===== config.mk =====
export PLATFORM = sky130hd
export DESIGN_NAME = single_port_lutram_ctrl
export DESIGN_NICKNAME = d
export VERILOG_FILES = /design/src/rtl/single_port_lutram_ctrl.sv
export SDC_FILE = /design/constraint.sdc
export NUM_CORES = 1
export LEC_CHECK = 0
export ABC_AREA = 1
export CELL_PAD_IN_SITES_DETAIL_PLACEMENT = 0
export CELL_PAD_IN_SITES_GLOBAL_PLACEMENT = 1
export CORE_MARGIN = 1.5
export CORE_UTILIZATION = 33
export CTS_CLUSTER_SIZE = 24
export DETAILED_ROUTE_END_ITERATION = 12
export PLACE_DENSITY = 0.85
export REMOVE_ABC_BUFFERS = 1
export SLEW_MARGIN = 10
export SYNTH_ARGS = -nofsm -noshare
export SYNTH_HDL_FRONTEND = slang
export SYNTH_SLANG_ARGS = --single-unit

===== constraint.sdc =====
create_clock -name clk_in -period 3.7 [get_ports clk_in]
set_input_delay 0.74 -clock clk_in [delete_from_list [all_inputs] [get_ports clk_in]]
set_output_delay 0.74 -clock clk_in [all_outputs]
set_load 0.005 [all_outputs]

===== src/rtl/single_port_lutram_ctrl.sv =====
// Valid/ready write+read front end for single_port_lutram; zero-fills every set after reset, then arbitrates one access per cycle.
// Read ready drops when buffered + in-flight responses would exceed 2; optional SINGLE_PORT_LUTRAM_CTRL_WRITE_PRIORITY_EN gives writes fixed priority.

module single_port_lutram_ctrl_fifo #(
  parameter int WIDTH = 8,
  parameter int DEPTH = 2
) (
  input  logic                       clk_in,
  input  logic                       reset_in,
  input  logic                       in_vld,
  output logic                       in_rdy,
  input  logic [WIDTH-1:0]           in_dat,
  output logic                       out_vld,
  input  logic                       out_rdy,
  output logic [WIDTH-1:0]           out_dat,
  output logic [$clog2(DEPTH+1)-1:0] count
);
  localparam int PW = (DEPTH > 1) ? $clog2(DEPTH) : 1;
  localparam int CW = $clog2(DEPTH + 1);

  logic [WIDTH-1:0] slot [DEPTH];
  logic [PW-1:0]    wr_ptr;
  logic [PW-1:0]    rd_ptr;
  logic             push;
  logic             pop;

  // A full buffer still takes a push when the head leaves in the same cycle.
  assign out_vld = (count != '0);
  assign in_rdy  = (count != CW'(DEPTH)) || out_rdy;
  assign push    = in_vld && in_rdy;
  assign pop     = out_vld && out_rdy;
  assign out_dat = slot[rd_ptr];

  always_ff @(posedge clk_in) begin
    if (!reset_in) begin
      wr_ptr <= '0;
      rd_ptr <= '0;
      count  <= '0;
      for (int i = 0; i < DEPTH; i++) slot[i] <= '0;
    end else begin
      if (push) begin
        slot[wr_ptr] <= in_dat;
        wr_ptr       <= wr_ptr + 1'b1;
      end
      if (pop) rd_ptr <= rd_ptr + 1'b1;
      count <= count + CW'(push) - CW'(pop);
    end
  end
endmodule

module single_port_lutram_ctrl #(
  parameter int SINGLE_ENTRY_SIZE_IN_BITS = 64,
  parameter int NUMBER_SET                = 64,
  parameter int SET_PTR_WIDTH_IN_BITS     = $clog2(NUMBER_SET)
) (
  input  logic                                 clk_in,
  input  logic                                 reset_in,
  output logic                                 init_done_out,
  input  logic                                 write_req_valid_in,
  output logic                                 write_req_ready_out,
  input  logic [SET_PTR_WIDTH_IN_BITS-1:0]     write_req_addr_in,
  input  logic [SINGLE_ENTRY_SIZE_IN_BITS-1:0] write_req_data_in,
  input  logic                                 read_req_valid_in,
  output logic                                 read_req_ready_out,
  input  logic [SET_PTR_WIDTH_IN_BITS-1:0]     read_req_addr_in,
  output logic                                 read_resp_valid_out,
  input  logic                                 read_resp_ready_in,
  output logic [SET_PTR_WIDTH_IN_BITS-1:0]     read_resp_addr_out,
  output logic [SINGLE_ENTRY_SIZE_IN_BITS-1:0] read_resp_data_out,
  output logic                                 mem_access_en_out,
  output logic                                 mem_write_en_out,
  output logic [SET_PTR_WIDTH_IN_BITS-1:0]     mem_set_addr_out,
  output logic [SINGLE_ENTRY_SIZE_IN_BITS-1:0] mem_write_entry_out,
  input  logic [SINGLE_ENTRY_SIZE_IN_BITS-1:0] mem_read_entry_in
);
  localparam logic [0:0] ST_INIT = 1'b0;
  localparam logic [0:0] ST_RUN  = 1'b1;

  typedef struct packed {
    logic [SET_PTR_WIDTH_IN_BITS-1:0]     addr;
    logic [SINGLE_ENTRY_SIZE_IN_BITS-1:0] data;
  } resp_t;
  localparam int RESP_W = $bits(resp_t);

  if ((NUMBER_SET & (NUMBER_SET - 1)) != 0) begin : g_bad_number_set
    $error("single_port_lutram_ctrl: NUMBER_SET must be a power of two");
  end

  logic [0:0]                       state_q;
  logic [SET_PTR_WIDTH_IN_BITS-1:0] init_cnt_q;
  logic                             init_done_q;
  logic                             inflight_q;
  logic [SET_PTR_WIDTH_IN_BITS-1:0] inflight_addr_q;
  logic [1:0]                       resp_count;
  logic                             resp_in_rdy;
  resp_t                            resp_push;
  resp_t                            resp_head;
  logic                             run;
  logic                             pop;
  logic [2:0]                       pending;
  logic                             read_ok;
  logic                             rd_cand;
  logic                             contested;
  logic                             grant_wr;
  logic                             grant_rd;

`ifndef SINGLE_PORT_LUTRAM_CTRL_WRITE_PRIORITY_EN
  localparam logic RR_WRITE = 1'b0;
  localparam logic RR_READ  = 1'b1;
  logic rr_q;
`endif

  // Gating with reset_in keeps requests out during a mid-run reset cycle.
  assign run       = (state_q == ST_RUN) && reset_in;
  assign pop       = read_resp_valid_out && read_resp_ready_in;
  assign pending   = {1'b0, resp_count} + {2'b00, inflight_q} - {2'b00, pop};
  assign read_ok   = (pending < 3'd2);
  assign rd_cand   = run && read_req_valid_in && read_ok;
  assign contested = run && write_req_valid_in && rd_cand;

  always_comb begin
    grant_wr = 1'b0;
    grant_rd = 1'b0;
    if (contested) begin
`ifdef SINGLE_PORT_LUTRAM_CTRL_WRITE_PRIORITY_EN
      grant_wr = 1'b1;
`else
      grant_wr = (rr_q == RR_WRITE);
      grant_rd = (rr_q == RR_READ);
`endif
    end else begin
      grant_wr = run && write_req_valid_in;
      grant_rd = rd_cand;
    end
  end

  assign write_req_ready_out = grant_wr;
  assign read_req_ready_out  = grant_rd;
  assign init_done_out       = init_done_q;

  always_comb begin
    mem_access_en_out   = 1'b0;
    mem_write_en_out    = 1'b0;
    mem_set_addr_out    = '0;
    mem_write_entry_out = '0;
    if (state_q == ST_INIT) begin
      mem_access_en_out = 1'b1;
      mem_write_en_out  = 1'b1;
      mem_set_addr_out  = init_cnt_q;
    end else if (grant_wr) begin
      mem_access_en_out   = 1'b1;
      mem_write_en_out    = 1'b1;
      mem_set_addr_out    = write_req_addr_in;
      mem_write_entry_out = write_req_data_in;
    end else if (grant_rd) begin
      mem_access_en_out = 1'b1;
      mem_set_addr_out  = read_req_addr_in;
    end
  end

  always_ff @(posedge clk_in) begin
    if (!reset_in) begin
      state_q         <= ST_INIT;
      init_cnt_q      <= '0;
      init_done_q     <= 1'b0;
      inflight_q      <= 1'b0;
      inflight_addr_q <= '0;
    end else begin
      inflight_q <= grant_rd;
      if (grant_rd) inflight_addr_q <= read_req_addr_in;
      if (state_q == ST_INIT) begin
        init_cnt_q <= init_cnt_q + 1'b1;
        if (init_cnt_q == SET_PTR_WIDTH_IN_BITS'(NUMBER_SET - 1)) begin
          state_q     <= ST_RUN;
          init_done_q <= 1'b1;
        end
      end
    end
  end

`ifndef SINGLE_PORT_LUTRAM_CTRL_WRITE_PRIORITY_EN
  always_ff @(posedge clk_in) begin
    if (!reset_in) rr_q <= RR_READ;
    else if (contested) rr_q <= ~rr_q;
  end
`endif

  // The lutram returns read data one edge after issue; it is paired with the issuing address here.
  assign resp_push.addr = inflight_addr_q;
  assign resp_push.data = mem_read_entry_in;

  single_port_lutram_ctrl_fifo #(
    .WIDTH (RESP_W),
    .DEPTH (2)
  ) u_resp_fifo (
    .clk_in   (clk_in),
    .reset_in (reset_in),
    .in_vld   (inflight_q),
    .in_rdy   (resp_in_rdy),
    .in_dat   (resp_push),
    .out_vld  (read_resp_valid_out),
    .out_rdy  (read_resp_ready_in),
    .out_dat  (resp_head),
    .count    (resp_count)
  );

  assign read_resp_addr_out = resp_head.addr;
  assign read_resp_data_out = resp_head.data;

  a_no_resp_overflow: assert property (@(posedge clk_in) disable iff (!reset_in) inflight_q |-> resp_in_rdy);
endmodule


==> flow_summary.json, run 1 <==
{
  "worst-path-buf-inv": 23,
  "dr.pass1.iters": 4,
  "die_w_microns": 154.0,
  "gr-total-overflow": 0,
  "h-tree-depth": 4,
  "instances_no_fill": 1376,
  "cp_common_cell": "buf_4",
  "area_growth_pct": 60.43,
  "worst_pin_slew_ps": 891.0,
  "critPathKind": "flop to flop",
  "async_flop_share_pct": 0,
  "clock_path_buffers": 2,
  "multi_input_area_sq_um": 2320,
  "syn_area_sq_um": 7520,
  "cts-root-buf": "clkbuf_16",
  "cts_made_buffers": 17,
  "hold_class": "flop to flop",
  "ys_ff_latch": 161,
  "timing.final.ws_setup_ps": -141.5,
  "cts_tree": "done",
  "routed_via_density": 4.564,
  "crit_fanout": 3,
  "top_layer_used": "met4",
  "ant_nets": 0,
  "end_kind": "flop",
  "yosysUniqueCellTypes": 32,
  "p_per_area_nw_per_um2": 406.5,
  "combPwrFrac_pct": 21.0,
  "synthSimpleGateAreaFrac_pct": 14.76,
  "dp_hpwl_microns": 14980,
  "p_sw_mw": 1.206,
  "avgSynthCellArea_sq_um": 10.43,
  "synthXorXnorAreaFrac_pct": 0.1165,
  "cts_sinks": 161,
  "synth_mux_area_share_pct": 10.48,
  "synth-adder-area-share_pct": 0.9318,
  "maxCapViolations": 0,
  "grtUsageTotal_pct": 19.45,
  "place_congestion": 0.8533,
  "outcome": "finished, violations left",
  "cp.arrival_ps": 4200,
  "failed_checks": "setup timing",
  "die_h_microns": 154.0,
  "slew_headroom_pct": 40.60,
  "layout-drive-gt1-share_pct": 21.08,
  "final-setup-viol-count": 29,
  "vias": 6280,
  "regArea_sq_um": 4629,
  "synth_top_family_by_area": "simple AND/OR/NAND/NOR gates",
  "yosysWarnings": 0,
  "grt_pass1_vias": 6474,
  "fmax_mhz": 260.3,
  "dpl-instance-area_sq_um": 10920,
  "diodes": 0,
  "synth_compound_area_share_pct": 2.280,
  "clkPwrFrac_pct": 36.3,
  "hold_viol_final": 0,
  "wl_per_cell_microns": 17.04,
  "max_stage_delay_ps": 330,
  "grt_max_degree": 72,
  "grt_pass1_wl_microns": 34800,
  "internal_power_mw": 3.699,
  "seq_area_frac_synth_pct": 61.50,
  "period_needed_ps": 3842,
  "required_ps": 4060,
  "synthCells": 721,
  "drtIter0Drc": 297,
  "switching_share_pct": 24.59,
  "finalCritPeriodShare_pct": 103.8,
  "synthFlopType": "edfxtp_1",
  "die_area_sq_um": 23700,
  "fp.coreArea_sq_um": 22500,
  "numPortBuffers": 290,
  "crit_path_start_kind": "flop",
  "power.share.sequential_pct": 42.7,
  "vdd_drop_max_uv": 237.9,
  "final_area_sq_um": 12060,
  "route.detailed.drc": 0,
  "clk_latency_ps": 430,
  "fill_cells": 1997,
  "cellLeakagePower_nw": 5.503,
  "wl_microns": 23440,
  "wl_met2_microns": 12260,
  "drt-met1-wl_microns": 8878,
  "fin_skew_ps": 13.54,
  "start_util_pct": 33.42,
  "critPathSlowestCell": "dfxtp_2",
  "drv_slew": 0,
  "path_delay_family": "buffers and inverters",
  "rsz0062_at_grt": "yes",
  "antenna_found_initial": 0,
  "fin_util_pct": 53.61,
  "wl_met3_microns": 1598,
  "synth_edf_count": 140,
  "clk_pin_slew_worst_paths_ps": 70,
  "pin_count": 291,
  "row_count": 55,
  "fin_nets": 1228,
  "dp_cells": 1291
}
power groups by stage:
stage | Sequential (mW) | Combinational, mW | Clock [mW]
floorplan | 2.13 | 0.273 | 0
global placement | 2.13 | 0.773 | 0
detailed placement | 2.13 | 0.771 | 0
CTS | 2.09 | 0.955 | 1.82
global route | 2.11 | 1.09 | 1.88
finish | 2.09 | 1.03 | 1.78
logic make-up after synthesis:
family,count (synthesis)
muxes,70
xor gates and xnor gates,1
adders and majority gates,5
AOI/OAI and AO/OA,27
and+or+nand+nor,273
DFF,161
buffers and inverters,184
metrics by stage:
stage	total power [mW]	hold slack (ps)	setup slack [ps]	setup TNS (ps)
final	4.905	465.9	-141.5	-1427
after global routing	5.081	482.3	-273.1	-6046
after CTS	4.869	448.0	-61.50	-123.3
after detailed placement	2.904	432.7	-469.4	-30690
after global placement	2.900	428.0	-479.5	-30420
after floorplan	2.407	425.5	-1055	-136490
repair_timing:
| item | CTS | global route |
|---|---|---|
| gates resized for setup | 103 | 39 |
| hold buffers | 0 | 0 |
| pin swaps | 4 | 11 |
| setup buffers | 47 | 5 |
| endpoints found under the setup margin | 74 | 77 |
| gates cloned | 1 | 3 |
area by class of cell:
cell class              count  area share (%)
repair buffers            371           29.73
flip-flops and latches    161           38.37
multi-input cells         376           19.23
inverters                 151           4.698
clock buffers              21           4.180
well taps                 285           2.956
clock inverters            11          0.8297
worst paths after layout:
| path | start | endpoint | slack [ps] | cells past startpoint |
|---|---|---|---|---|
| max reg2reg | u_resp_fifo.count[1]$_SDFF_PN0_ | u_resp_fifo.count[1]$_SDFF_PN0_ | -140 | 29 |
| min reg2reg | inflight_addr_q[2]$_SDFFE_PN0N_ | inflight_addr_q[2]$_SDFFE_PN0N_ | 470 | 2 |
| max | u_resp_fifo.count[1]$_SDFF_PN0_ | u_resp_fifo.count[1]$_SDFF_PN0_ | -140 | 29 |
| min | inflight_addr_q[2]$_SDFFE_PN0N_ | inflight_addr_q[2]$_SDFFE_PN0N_ | 470 | 2 |
state kept, by name, summed over array words and instances, names as in the netlist, named ones only:
signal	cells
u_resp_fifo.slot	140
inflight_addr_q	6
init_cnt_q	6
u_resp_fifo.count	2
inflight_q	1
init_done_out	1
rr_q	1
state_q	1
u_resp_fifo.rd_ptr	1
u_resp_fifo.wr_ptr	1
worst register-to-register path: cells and delay by family, from the launching register on:
kind                       cells  cell delay, ps
buffers and inverters         23            2620
adders and majority gates      2             410
DFF                            1             330
and+or+nand+nor                3             260
xor gates and xnor gates       1             120
routing by layer:
layer / GRT usage (%) / vias to the layer above
met1: 20.86 / 2985
li1: - / 3002
met4: 8.599 / 0
met5: 0 / -
met3: 5.637 / 36
met2: 35.40 / 257
cells in the mapped netlist, types with 2 or more instances:
| library cell | number | area [sq um] |
|---|---|---|
| mux2_2 | 70 | 788.3 |
| nor2_1 | 214 | 803.3 |
| clkbuf_1 | 10 | 37.54 |
| buf_6 | 4 | 45.04 |
| nand2_2 | 2 | 12.51 |
| nand3_1 | 14 | 70.07 |
| ha_1 | 4 | 50.05 |
| o21ai_0 | 6 | 30.03 |
| buf_2 | 18 | 90.09 |
| inv_1 | 148 | 555.5 |
| nand2_1 | 33 | 123.9 |
| dfxtp_1 | 21 | 420.4 |
| nor3_1 | 2 | 10.01 |
| o2111ai_1 | 6 | 52.55 |
| o211ai_1 | 2 | 15.01 |
| inv_2 | 2 | 7.510 |
| edfxtp_1 | 140 | 4204 |
| a21oi_1 | 11 | 55.05 |
placed cells by master (no fill, tap or decap), types with 2 or more instances in the layout:
cell             netlist  final
clkdlybuf4s50_1        0    215
nor2_1               214    213
inv_1                148    143
edfxtp_1             140    140
mux2_2                70     70
buf_4                  1     62
dlygate4sd2_1          0     61
nand2_1               33     26
clkbuf_16              0     22
dfxtp_1               21     19
nand3_1               14     11
a21oi_1               11     10
inv_2                  2      7
buf_12                 0      7
nand2_2                2      6
buf_6                  4      6
o2111ai_2              0      5
o21ai_0                6      5
inv_6                  0      5
buf_2                 18      4
clkbuf_2               0      4
clkdlybuf4s15_1        0      4
nand2_4                1      3
nand3_2                1      3
buf_8                  0      3
nand3_4                1      2
o211ai_1               2      2
nor3_1                 2      2
ha_1                   4      2
ha_4                   0      2
inv_8                  0      2
inv_4                  0      2
dlymetal6s2s_1         0      2
Power figures use the tool's default switching activity.
==> inputs of run 2 (changes only) <==
--- a/config.mk
+++ b/config.mk
@@ -8,13 +8,11 @@
 export ABC_AREA = 1
 export CELL_PAD_IN_SITES_DETAIL_PLACEMENT = 0
 export CELL_PAD_IN_SITES_GLOBAL_PLACEMENT = 1
-export CORE_MARGIN = 1.5
 export CORE_UTILIZATION = 33
 export CTS_CLUSTER_SIZE = 24
 export DETAILED_ROUTE_END_ITERATION = 12
 export PLACE_DENSITY = 0.85
 export REMOVE_ABC_BUFFERS = 1
-export SLEW_MARGIN = 10
 export SYNTH_ARGS = -nofsm -noshare
 export SYNTH_HDL_FRONTEND = slang
 export SYNTH_SLANG_ARGS = --single-unit
==> run 2 against run 1 <==
The run now ends clean; sequential share of layout area up 0.25 points; sequential power about the same; die area down 1.3%; first-iteration DRC count down 6.4%; global-route usage down 0.49 points; worst setup slack better by 240 ps; via count down 2.2%; flip-flop and latch count unchanged; design area down 0.63%; register-to-register slack better by 240 ps; maximum frequency up 6.6%.
==> flow_summary.json, run 2 (synthesized netlist as in run 1, its figures left out) <==
{
  "end_kind": "flop",
  "row_count": 54,
  "worst_pin_slew_ps": 851.1,
  "cts_made_buffers": 17,
  "final_area_sq_um": 11990,
  "vdd_drop_max_uv": 229.0,
  "clock_path_buffers": 2,
  "fin_nets": 1225,
  "regArea_sq_um": 4631,
  "whs_ps": 464.1,
  "hold_viol_final": 0,
  "antenna_found_initial": 1,
  "final-setup-viol-count": 0,
  "layout_common_cells": "clkdlybuf4s50_1 (215), nor2_1 (209), inv_1 (144)",
  "fmax_mhz": 277.5,
  "period_needed_ps": 3604,
  "route.detailed.drc": 0,
  "dpl-instance-area_sq_um": 10960,
  "fp.coreArea_sq_um": 22090,
  "grt_max_degree": 72,
  "dp_hpwl_microns": 14370,
  "drtIter0Drc": 278,
  "gr-total-overflow": 0,
  "wl_microns": 21670,
  "clk_pin_slew_worst_paths_ps": 70,
  "max_flop_register": "u_resp_fifo.slot",
  "die_area_sq_um": 23400,
  "cp.arrival_ps": 3910,
  "crit_fanout": 3,
  "numPortBuffers": 290,
  "max_stage_delay_ps": 320,
  "crit_path_start_kind": "flop",
  "place_congestion": 0.8310,
  "outcome": "finished, final reports clean",
  "wl_per_cell_microns": 15.84,
  "hold_class": "flop to flop",
  "h-tree-depth": 4,
  "layout-drive-gt1-share_pct": 24.54,
  "slew_headroom_pct": 43.26,
  "required_ps": 4000,
  "cellLeakagePower_nw": 5.333,
  "tns_ps": 0,
  "grt_pass1_vias": 6310,
  "area_growth_pct": 59.42,
  "p_per_area_nw_per_um2": 391.4,
  "maxCapViolations": 0,
  "cts_tree": "done",
  "clk_latency_ps": 420,
  "critPathKind": "flop to flop",
  "pin_count": 291,
  "largestRegisters": "u_resp_fifo.slot x140, inflight_addr_q x6, init_cnt_q x6",
  "routed_via_density": 4.489,
  "die_h_microns": 153.0,
  "largest_register_ffs": 140,
  "cts_sinks": 161,
  "critPathSlowestCell": "dfxtp_2",
  "final_common_cell": "clkdlybuf4s50_1",
  "fill_cells": 1917,
  "start_util_pct": 34.04,
  "multi_input_area_sq_um": 2347,
  "fin_skew_ps": 9.104,
  "vias": 6141,
  "cts-root-buf": "clkbuf_16",
  "cp_common_cell": "buf_4",
  "dr.pass1.iters": 4,
  "drv_slew": 0,
  "ant_nets": 0,
  "grt_pass1_wl_microns": 33640,
  "diodes": 0,
  "finalCritPeriodShare_pct": 97.40,
  "grtUsageTotal_pct": 18.96,
  "die_w_microns": 153.0
}
## run 2: through the flow
stage	std cells	setup WS (ps)	total power [mW]	util, %
floorplan	688	-1055	2.407	-
global placement	1293	-510.5	2.881	49.63
detailed placement	1293	-553.7	2.889	49.63
CTS	1368	-27.37	4.716	54.10
global route	1368	-1.451	4.867	54.26
finish	1368	96.14	4.692	54.26
## run 2: routing by layer
metal | wire length, microns | track usage (%) | vias up
met1 | 8151 | 19.92 | 2868
met4 | 527 | 7.648 | 2
met5 | 13 | 0 | -
met2 | 11390 | 35.12 | 239
li1 | - | - | 2991
met3 | 1586 | 5.756 | 41
## run 2: power by group
part | switching (mW) | total (mW) | internal [mW]
Clock | 0.737 | 1.71 | 0.974
Sequential | 0.0431 | 2.09 | 2.04
Combinational | 0.343 | 0.893 | 0.550
## run 2: area by class of cell
cell class / count / area share, %
clock buffers: 21 / 4.112
clock inverters: 11 / 0.7932
inverters: 151 / 4.728
multi-input cells: 376 / 19.58
flip-flops and latches: 161 / 38.63
well taps: 280 / 2.922
repair buffers: 368 / 29.24
## run 2: what timing repair did
item,in CTS,in global routing
buffers inserted,40,1
pin swaps,12,5
hold buffers,0,0
cloned,4,0
setup endpoints to repair,74,76
gates resized for setup,261,9
## run 2: worst paths after layout
kind / from / end / slack [ps] / cells after the start
max reg2reg: u_resp_fifo.count[1]$_SDFF_PN0_ / u_resp_fifo.rd_ptr$_SDFFE_PN0P_ / 100 / 28
min reg2reg: init_done_out$_SDFFE_PN0P_ / init_done_out$_SDFFE_PN0P_ / 460 / 2
min: init_done_out$_SDFFE_PN0P_ / init_done_out$_SDFFE_PN0P_ / 460 / 2
max: u_resp_fifo.count[1]$_SDFF_PN0_ / u_resp_fifo.rd_ptr$_SDFFE_PN0P_ / 100 / 28
## run 2: worst max-delay path: cells and delay by family (launching register included)
kind,cells,cell delay [ps]
DFF,1,320
buffers and inverters,24,2810
and+or+nand+nor,2,130
AOI/OAI and AO/OA,2,230
